$ cat config.mk
export PLATFORM = sky130hd
export DESIGN_NAME = summator_serial_ctrl
export DESIGN_NICKNAME = d
export VERILOG_FILES = /design/src/rtl/summator_pkg.sv /design/src/rtl/full_adder_bit.sv /design/src/rtl/summator_serial_ctrl.sv
export SDC_FILE = /design/constraint.sdc
export NUM_CORES = 1
export LEC_CHECK = 0
export CORE_MARGIN = 1.5
export CORE_UTILIZATION = 52
export CTS_BUF_LIST = sky130_fd_sc_hd__clkbuf_8
export DETAILED_ROUTE_END_ITERATION = 12
export MAX_ROUTING_LAYER = met4
export PLACE_DENSITY = 0.9
export SLEW_MARGIN = 30
export SYNTH_ARGS = -nofsm -noshare
export SYNTH_HDL_FRONTEND = slang
export SYNTH_HIERARCHICAL = 1
export SYNTH_SLANG_ARGS = --single-unit
$ cat constraint.sdc
create_clock -name input_clk -period 2.6 [get_ports input_clk]
set_input_delay 0.39 -clock input_clk [delete_from_list [all_inputs] [get_ports input_clk]]
set_output_delay 0.39 -clock input_clk [all_outputs]
set_load 0.01 [all_outputs]
$ cat src/rtl/summator_pkg.sv
// Shared definitions for the summator family: sequencer state encoding and the
// majority helper used to form the carry of a 1-bit full-adder cell.
package summator_pkg;

    typedef enum logic [1:0] {
        ST_IDLE = 2'd0,
        ST_RUN  = 2'd1,
        ST_DONE = 2'd2
    } state_e;

    function automatic logic maj3(input logic a, input logic b, input logic c);
        return (a & b) | (a & c) | (b & c);
    endfunction

endpackage

$ cat src/rtl/full_adder_bit.sv
// Combinational 1-bit full-adder cell; the serial sequencer cycles one of these.
module full_adder_bit
    import summator_pkg::*;
(
    input  logic a_i,
    input  logic b_i,
    input  logic cin_i,
    output logic sum_o,
    output logic cout_o
);

    assign sum_o  = a_i ^ b_i ^ cin_i;
    assign cout_o = maj3(a_i, b_i, cin_i);

endmodule

$ cat src/rtl/summator_serial_ctrl.sv
// Bit-serial adder sequencer: accepts A/B/Cin, adds one bit per clock LSB-first
// through a single full-adder cell, then holds {carry,sum} until the consumer takes it.
module summator_serial_ctrl
    import summator_pkg::*;
#(
    parameter int WIDTH         = 8,
    parameter int serial_number = 0
) (
    input  logic                                      input_clk,
    input  logic                                      input_reset_n,
    input  logic                                      input_start_valid,
    output logic                                      output_start_ready,
    input  logic [WIDTH-1:0]                          input_operand_a,
    input  logic [WIDTH-1:0]                          input_operand_b,
    input  logic                                      input_carry_in,
    input  logic                                      input_abort,
    output logic                                      output_busy,
    output logic [(($clog2(WIDTH) > 0) ? $clog2(WIDTH) : 1)-1:0] output_bit_index,
    output logic [WIDTH-1:0]                          output_result,
    output logic                                      output_carry,
    output logic                                      output_result_valid,
    input  logic                                      input_result_ready
);

    localparam int CNT_W = ($clog2(WIDTH) > 0) ? $clog2(WIDTH) : 1;
    localparam logic [CNT_W-1:0] CNT_LAST = CNT_W'(WIDTH - 1);

    if (WIDTH < 1) begin : g_width_chk
        $error("summator_serial_ctrl[%0d]: WIDTH must be >= 1", serial_number);
    end

    state_e             state_q, state_d;
    logic [WIDTH-1:0]   sh_a_q, sh_a_d;
    logic [WIDTH-1:0]   sh_b_q, sh_b_d;
    logic [WIDTH-1:0]   sh_r_q, sh_r_d;
    logic               carry_q, carry_d;
    logic [CNT_W-1:0]   cnt_q, cnt_d;
    // Goes high on the first edge out of reset so start_ready stays low while in reset.
    logic               live_q;

    logic               fa_sum;
    logic               fa_cout;

    full_adder_bit u_fa (
        .a_i    (sh_a_q[0]),
        .b_i    (sh_b_q[0]),
        .cin_i  (carry_q),
        .sum_o  (fa_sum),
        .cout_o (fa_cout)
    );

    always_ff @(posedge input_clk or negedge input_reset_n) begin
        if (!input_reset_n) begin
            state_q <= ST_IDLE;
            sh_a_q  <= '0;
            sh_b_q  <= '0;
            sh_r_q  <= '0;
            carry_q <= 1'b0;
            cnt_q   <= '0;
            live_q  <= 1'b0;
        end else begin
            state_q <= state_d;
            sh_a_q  <= sh_a_d;
            sh_b_q  <= sh_b_d;
            sh_r_q  <= sh_r_d;
            carry_q <= carry_d;
            cnt_q   <= cnt_d;
            live_q  <= 1'b1;
        end
    end

    always_comb begin
        state_d = state_q;
        sh_a_d  = sh_a_q;
        sh_b_d  = sh_b_q;
        sh_r_d  = sh_r_q;
        carry_d = carry_q;
        cnt_d   = cnt_q;
        unique case (state_q)
            ST_IDLE: begin
                if (live_q && input_start_valid) begin
                    sh_a_d  = input_operand_a;
                    sh_b_d  = input_operand_b;
                    sh_r_d  = '0;
                    carry_d = input_carry_in;
                    cnt_d   = '0;
                    state_d = ST_RUN;
                end
            end
            ST_RUN: begin
                if (input_abort) begin
                    sh_r_d  = '0;
                    carry_d = 1'b0;
                    cnt_d   = '0;
                    state_d = ST_IDLE;
                end else begin
                    sh_a_d  = sh_a_q >> 1;
                    sh_b_d  = sh_b_q >> 1;
                    // Shift-then-insert keeps this legal for WIDTH=1.
                    sh_r_d  = sh_r_q >> 1;
                    sh_r_d[WIDTH-1] = fa_sum;
                    carry_d = fa_cout;
                    if (cnt_q == CNT_LAST) begin
                        cnt_d   = '0;
                        state_d = ST_DONE;
                    end else begin
                        cnt_d = cnt_q + CNT_W'(1);
                    end
                end
            end
            ST_DONE: begin
                if (input_abort) begin
                    sh_r_d  = '0;
                    carry_d = 1'b0;
                    state_d = ST_IDLE;
                end else if (input_result_ready) begin
                    state_d = ST_IDLE;
                end
            end
            default: state_d = ST_IDLE;
        endcase
    end

    assign output_start_ready  = live_q && (state_q == ST_IDLE);
    assign output_busy         = (state_q == ST_RUN);
    assign output_bit_index    = (state_q == ST_RUN) ? cnt_q : '0;
    assign output_result_valid = (state_q == ST_DONE);
    assign output_result       = (state_q == ST_DONE) ? sh_r_q : '0;
    assign output_carry        = (state_q == ST_DONE) ? carry_q : 1'b0;

endmodule

---- Word-level counts from Yosys, hierarchy flattened ----
Cells that the tools add are included.
storage, ports and cells
  register bits after elaboration ......... 31
  latch bits .............................. 0
  bits in writable memories ............... 0
  bits in read-only memories .............. 0
  bits of input ports ..................... 22
  word-level logic and storage cells ...... 59
  memories ................................ 0
cells by class
  $add $sub $neg .......................... 1
  multipliers ............................. 0
  divide/modulo/power cells ............... 0
  order comparisons ....................... 0
  equal/unequal tests ..................... 8
  shift-type cells ........................ 0
  muxes and demuxes ....................... 27
  bitwise gates (word level) .............. 7
  reductions and logical operators ........ 9
operators with widths
  operator                                                number
  two-way mux 8 bit                                       8
  one-hot mux 8 bit (2 select lines)                      2
  one-hot mux 8 bit (3 select lines)                      1
  two-way mux 3 bit                                       4
  two-way mux 2 bit                                       5
  AND reduction 3 bit                                     3
  inequality test 2 bit (second input constant)           3
  inequality test 3 x 2 -> 1 bit (second input constant)  2
  one-hot mux 2 bit (3 select lines)                      1
  one-hot mux 3 bit (2 select lines)                      1
  two-way mux 1 bit                                       4
  adder 3 x 1 -> 3 bit (second input constant)            1
  AND 1 bit                                               3
  == test 3 bit (second input constant)                   1
  one-hot mux 1 bit (3 select lines)                      1
  nonzero test 3 bit                                      1
  == test 2 x 1 -> 1 bit (second input constant)          1
  == test 2 bit (second input constant)                   1
  logical AND 1 bit                                       2
  zero test 2 bit                                         1
  OR 1 bit                                                2
  AND reduction 2 bit                                     1
  nonzero test 2 bit                                      1
  bitwise XOR 1 bit                                       2

---- Depth between registers and ports, before layout ----
  word-level depth ........................ 5
  mapped depth ............................ 7
  mapped depth without buffers ............ 5

---- Hierarchy ----
Netlist, hierarchy kept.
modules (own cells, without submodules)
  module                times used  cells an instance  area an instance (um2)  sequential area each (um2)
  summator_serial_ctrl  1           148                1722.9                  775.7
  full_adder_bit        1           1                  20.0                    0.0

---- Worst setup path after synthesis ----
OpenSTA, ideal clock, no wires.
  path kind ............................... input to register
  from .................................... input state_q[1]
  to ...................................... register sh_a_q[1]
  arrival ................................. 1771 ps
  slack ................................... 705 ps
  stages on the path ...................... 7
  cells stage by stage .................... dfrtp_1 > inv_1 > ha_1 > clkbuf_2 > buf_1 > mux2_2 > mux2_2
between the ends
  cells in the longest elaborated chain, start to end .. 3
  elaborated cells between the ends (all ways) .. 7
RTL lines
  what                                                                          line                        text
  start: declaration                                                            summator_serial_ctrl.sv:32  state_e state_q, state_d;
  == test 2 x 1 -> 1 bit *                                                      -
  via output_busy                                                               summator_serial_ctrl.sv:17  output logic output_busy,
  inequality test 2 bit (no source line) or nonzero test 2 bit (tied branches)  -
  AND reduction 3 bit (no source line)                                          -
  end signal: assignment                                                        summator_serial_ctrl.sv:55  sh_a_q <= '0;
  end signal: assignment                                                        summator_serial_ctrl.sv:63  sh_a_q <= sh_a_d;
  end: declaration                                                              summator_serial_ctrl.sv:33  logic [WIDTH-1:0] sh_a_q, sh_a_d;
The timed path passes the listed nets; every way through them passes the cells marked *.
A chain may end at the register's enable or synchronous reset.

---- Final worst setup path ----
  from .................................... input state_q[1]
  to ...................................... output output_bit_index[2] in the netlist's numbering
between the ends
  cells in the longest elaborated chain, start to end .. 2
RTL lines
  what                    line                         text
  == test 2 x 1 -> 1 bit  summator_serial_ctrl.sv:126  assign output_bit_index = (state_q == ST_RUN) ? cnt_q : '0;
  two-way mux 3 bit       summator_serial_ctrl.sv:126
  end: declaration        summator_serial_ctrl.sv:18   output logic [(($clog2(WIDTH) > 0) ? $clog2(WIDTH) : 1)-1:0] output_bit_index,
No other way between the ends.

==> results by group <==
Outcome
  • Status: finished clean

STA
  • Achievable clock frequency: 434.6 MHz
  • Hold WS: 503.7 ps
  • Endpoints failing setup: 0
  • TNS Setup: 0 ps
  • Setup ws final: 299.0 ps
  • Clk_skew: 7.732 ps
  • Final max-slew violation count: 0
  • RSZ-0062 raised after global routing: false
  • Final Hold Vio Count: 0
  • Minimum clock period: 2301 ps
  • Final period util: 0.8850

Power
  • Seq pwr share: 0.363
  • Comb pwr share: 0.466
  • Clock share of power: 0.171
  • Sw Share: 0.3275
  • NetSw: 0.0006691 W
  • Leak pwr: 0.9927 nW
  • Internal power: 0.001374 W
  • Worst IR Drop VDD: 526.9 uV
  • Power Density: 918.2 nW/um2

Detailed routing
  • Post-route DRC: 0
  • Initial drt markers: 21
  • Overall routed net length: 3.258 mm
  • Via density: 5.158
  • Total number of vias: 1207
  • Routed wire per std cell: 13.92 um
  • Final ANT Viol Nets: 0
  • Initial DRT Pass Iterations: 4

CTS
  • Clock transition at path regs: 70 ps
  • TritonCTS Buffers: 5
  • Post-CTS sizing: 0
  • Setup Fix Bufs, Post-CTS: 0
  • CTS H-tree lvls: 2
  • Root Driver: clkbuf_8
  • Clk Latency, worst-skew pair: 280 ps
  • Hold buffer count at CTS: 0
  • CTS tree: built
  • CTS max path bufs: 2
  • Total clock sinks: 31

Worst setup path
  • CP max-delay cell: clkdlybuf4s50_1
  • CP required: 2210 ps
  • Cell Chain, Critical Path: inv_1, ha_1, and2_1, clkdlybuf4s50_1
  • CP Launch Type: flop
  • Crit. End Element: primary output
  • Top delay family on crit path: buffers and inverters
  • Count of buffer and inverter cells on the critical path: 2
  • CP Class: reg -> out
  • Arrival time worst endpoint: 1910 ps
  • Slowest cell delay on critical path: 530 ps
  • Max Fanout on Critical Path: 10

Global routing
  • Vias in the first global route: 1243
  • GRT overflow: 0
  • Initial antenna violation count: 0
  • First-pass GRT wire length: 5.575 mm
  • Pin count of the biggest net entering global routing: 32
  • Total GRT Usage: 0.2169

Synth
  • Mapped Area: 1743 um2
  • Yosys cell types: 31
  • Syn_nets: 179
  • Share of Yosys cell area claimed by the top area cell type: 0.4451
  • Synth Warn #: 6
  • Sequential share of the synthesized area: 0.4451
  • Flops & latches, synth: 31
  • Cells after Synth: 149
  • Mapped Avg Cell Area: 11.70 um2
  • Cell taking the most area after synthesis: dfrtp_1
  • Synth area leaders: dfrtp_1 45%, mux2_2 19%, mux2i_1 6.3%

Floorplanning
  • Die ar.: 3708 um2
  • # rows: 20
  • Die Wd: 60.90 um
  • Ports: 37
  • Core Region: 3128 um2
  • Starting Density: 0.5572
  • Die Ht: 60.90 um

Finish
  • Register area: 775.7 um2
  • N_diodes: 0
  • Layout cells sized above 1: 0.2368
  • Most frequent cells in the layout: 36 x clkdlybuf4s50_1, 31 x dfrtp_1, 30 x mux2_2
  • Fillers: 241
  • Non-Filler Instances: 234
  • Final Instance Area: 2225 um2
  • Final layout net count: 219
  • Multi-input gate area: 862.1 um2
  • Area grow syn2layout: 27.64%
  • Most common cell after layout, fill and taps aside: clkdlybuf4s50_1

Place
  • Area of placed instances: 2143 um2
  • Final HPWL DP: 2.442 mm
  • Worst slack, placed: 574.3 ps
  • PortBufs: 36
  • Dpl cells: 226
  • RD Place Congestion: 0.8158

Job
  • Max Cap Viol: 0

Min path
  • Worst hold path type: in -> async
## worst reg2reg max path: cells and delay by family (launching register included)
family | cells | cell delay (ps)
DFF | 1 | 390
AOI/OAI and AO/OA | 1 | 220
adders and majority gates | 1 | 320
muxes | 1 | 360
buffers and inverters | 3 | 620
## through the flow
stage	util	total power (W)
global route	0.7112	0.002192
CTS	0.7112	0.002066
detailed placement	0.6852	0.001708
floorplan	-	0.001489
finish	0.7112	0.002043
global placement	0.6852	0.001651
## per-layer routing
layer	track usage	vias to the layer above	share of wire
li1	-	579	-
met1	0.2483	586	0.43
met2	0.3625	37	0.50
met3	0.07463	5	0.052
met4	0.05901	0	0.012
met5	-	-	0
## cells in the mapped netlist, drive strengths merged
| library cell | instances |
|---|---|
| dfrtp | 31 |
| a211oi | 2 |
| nor2b | 2 |
| inv | 14 |
| conb | 1 |
| a21boi | 1 |
| nor3 | 3 |
| o32a | 1 |
| mux2i | 11 |
| nor3b | 1 |
| mux2 | 31 |
| o2bb2ai | 2 |
| a21o | 1 |
| ha | 7 |
| nand2b | 1 |
| and2 | 14 |
| clkbuf | 2 |
| fa | 1 |
| buf | 6 |
| a31oi | 2 |
| o22ai | 1 |
| and2b | 2 |
| nand2 | 11 |
| nor2 | 1 |
## power by group through the flow
stage,combinational [W],sequential [W],clock [W]
finish,0.000953,0.000741,0.000349
floorplan,0.000773,0.000717,0
CTS,0.000965,0.000742,0.000358
global placement,0.000916,0.000735,0
global route,0.00105,0.000762,0.000378
detailed placement,0.000958,0.000750,0
## path summary, 6_finish.rpt
check                              start                   to  slack [ps]  cells after the start
setup / recovery              state_q[1]  output_bit_index[2]         300                      4
hold / removal             input_reset_n              carry_q         500                      2
setup reg to reg              state_q[1]            sh_b_q[5]         570                      6
hold reg to reg                sh_a_q[1]            sh_a_q[1]         500                      1
max in group asynchronous  input_reset_n            sh_a_q[3]        1810                      2
min in group input_clk         sh_a_q[1]            sh_a_q[1]         500                      1
## state kept, by name, indices dropped and copies added (netlist names)
signal   flops
carry_q      1
cnt_q        3
live_q       1
sh_a_q       8
sh_b_q       8
sh_r_q       8
state_q      2
## kinds of logic (layout without fill, tap and decap cells)
group,Yosys count,after routing,share of synthesized area
AOI/OAI and AO/OA,10,10,0.05816
adders and majority gates,8,8,0.06174
buffers and inverters,22,63,0.06030
DFF,31,31,0.4451
muxes,42,42,0.2635
other,1,1,0.002152
and+or+nand+nor,35,35,0.1091
## final cells by class
class / instances / area share
tap: 44 / 0.02475
multi-input combinational: 96 / 0.3875
clock buffer: 5 / 0.03093
clock inverter: 3 / 0.005624
inverter: 14 / 0.02362
sequential: 31 / 0.3487
timing repair buffer: 41 / 0.1789
Note: power is estimated with default switching activity, not from simulation.
==> variant: new RTL, same settings <==
Make the reset (`input_reset_n`) synchronous in one clocked block.
--- a/src/rtl/summator_serial_ctrl.sv
+++ b/src/rtl/summator_serial_ctrl.sv
@@ -49,7 +49,7 @@
         .cout_o (fa_cout)
     );
 
-    always_ff @(posedge input_clk or negedge input_reset_n) begin
+    always_ff @(posedge input_clk) begin
         if (!input_reset_n) begin
             state_q <= ST_IDLE;
             sh_a_q  <= '0;
Function: differs if input_reset_n is asserted again (counterexample within 4 cycles, from zero or initial values and one cycle with input_reset_n low); with input_reset_n held inactive, the same outputs for 10 cycles.
==> variant against the unedited design <==
  * Synthesized area grew 1.7%
  * Via count increased by 27%
  * Worst setup slack better by 0.026 ns
  * Count of clock-buffer cells in the layout unchanged
  * Sequential power decreased by 21%
  * Power is 30% lower
  * Design area down 0.17%
  * Wire length is 17% higher
  * Sequential cell count is the same
  * Critical endpoint unchanged
==> variant: results (changes against the unedited design) <==
Outcome
  • Status: complete, no violations

Power and ir drop
  • Worst VDD drop: 479 uV (-9.2%)
  • Leakage: 0.780 nW (-21%)

Setup path
  • CP max FO: 12 (+2)
  • Worst EP arrival: 1.89 ns (-0.02 ns)

Layout
  • Fill cell total of the finished layout: 305 (+27%)
  • Final Net Count: 249 (+14%)

GRT
  • Largest net degree at the start of global routing: 19 (-41%)
  • Gr usage total: 23.5% (+1.8 points)
  • Vias in the first global route: 1429 (+15%)

Drt
  • Routed WL: 3810 um (+17%)
  • Routed wire per std cell: 14.4 um (+3.6%)
  • DR iter-0 viols: 166 (+690%)
  • Vias/cell: 5.81 (+13%)

Worst hold path
  • Worst min path class: reg -> reg

Yosys
  • Compound-Gate Fraction of Synth Area: 26.3% (+21 points)
  • Mapped Nets: 216 (+21%)
  • Adder-Cell Fraction of Synth Area: 6.07% (-0.10 points)
  • Avg Cell Area, Syn: 9.53 um^2 (-19%)
  • Post-synthesis sequential area ratio: 35.0% (-9.5 points)
  • Async SR Flop Fraction: 0% (-100 points)
  • Synth top area cells: dfxtp_1, mux2i_1, a211oi_2
  • Synth top cells by count: dfxtp_1, mux2i_1, a31oi_1
  • Most frequent cell after synthesis: dfxtp_1
  • Distinct cells, synth: 36 (+16%)

STA
  • Fin Clk Skew: 0.00410 ns (-0.00363 ns)

Place
  • Placed inst area: 2150 um^2 (+0.12%)
  • Post-DP HPWL: 2640 um (+8.3%)
  • Gpl congestion: 0.777 (-4.8%)
  • Placed cell count: 258 (+14%)
  • Pre-CTS setup slack: 0.325 ns (-0.249 ns)
==> variant: cell types whose count changed after synthesis, moves of 8 or more <==
cell	change
a21oi_1	+12
o31ai_1	+9
a211oi_2	+8
inv_1	-10
dfrtp_1	-31
a31oi_1	+12
or4_1	+8
mux2_2	-30
nand3b_1	+8
dfxtp_1	+31
==> variant: area by class of cell <==
type                            count  area (um^2)  share of cell area, %
Clock inverter                      1         3.75                  0.169
Sequential cell                    31          621                   27.9
Timing Repair Buffer               43          413                   18.6
Multi-Input combinational cell    133         1040                   46.8
Clock buffer                        5         68.8                   3.10
Inverter                            5         18.8                  0.845
Tap cell                           46         57.6                   2.59
==> variant: final timing paths <==
path | from | to | slack, ns | cells after the start
max reg2reg | state_q[1] | sh_a_q[6] | 0.50 | 6
max | state_q[1] | output_bit_index[2] | 0.32 | 4
min | sh_r_q[0] | sh_r_q[0] | 0.47 | 2
min reg2reg | sh_r_q[0] | sh_r_q[0] | 0.47 | 2
==> variant: per-layer routing <==
metal | wire (um) | up-vias | GRT usage (%) | share of wire [%]
li1 | - | 768 | - | -
met5 | 0 | - | - | 0
met4 | 44 | 0 | 6.38 | 1.2
met3 | 159 | 5 | 6.30 | 4.2
met2 | 1920 | 38 | 41.2 | 51
met1 | 1680 | 723 | 26.2 | 44
==> variant: where the power goes <==
part | internal (mW) | total [mW] | switching, mW
clock network | 0.174 | 0.344 | 0.170
registers | 0.545 | 0.588 | 0.0425
logic | 0.227 | 0.499 | 0.272
total | 0.946 | 1.43 | 0.484
==> variant: tightest hold or removal path: cells and delay by family, from the launching register on <==
kind | cells | cell delay (ns)
compound gates | 2 | 0.12
flops | 1 | 0.31
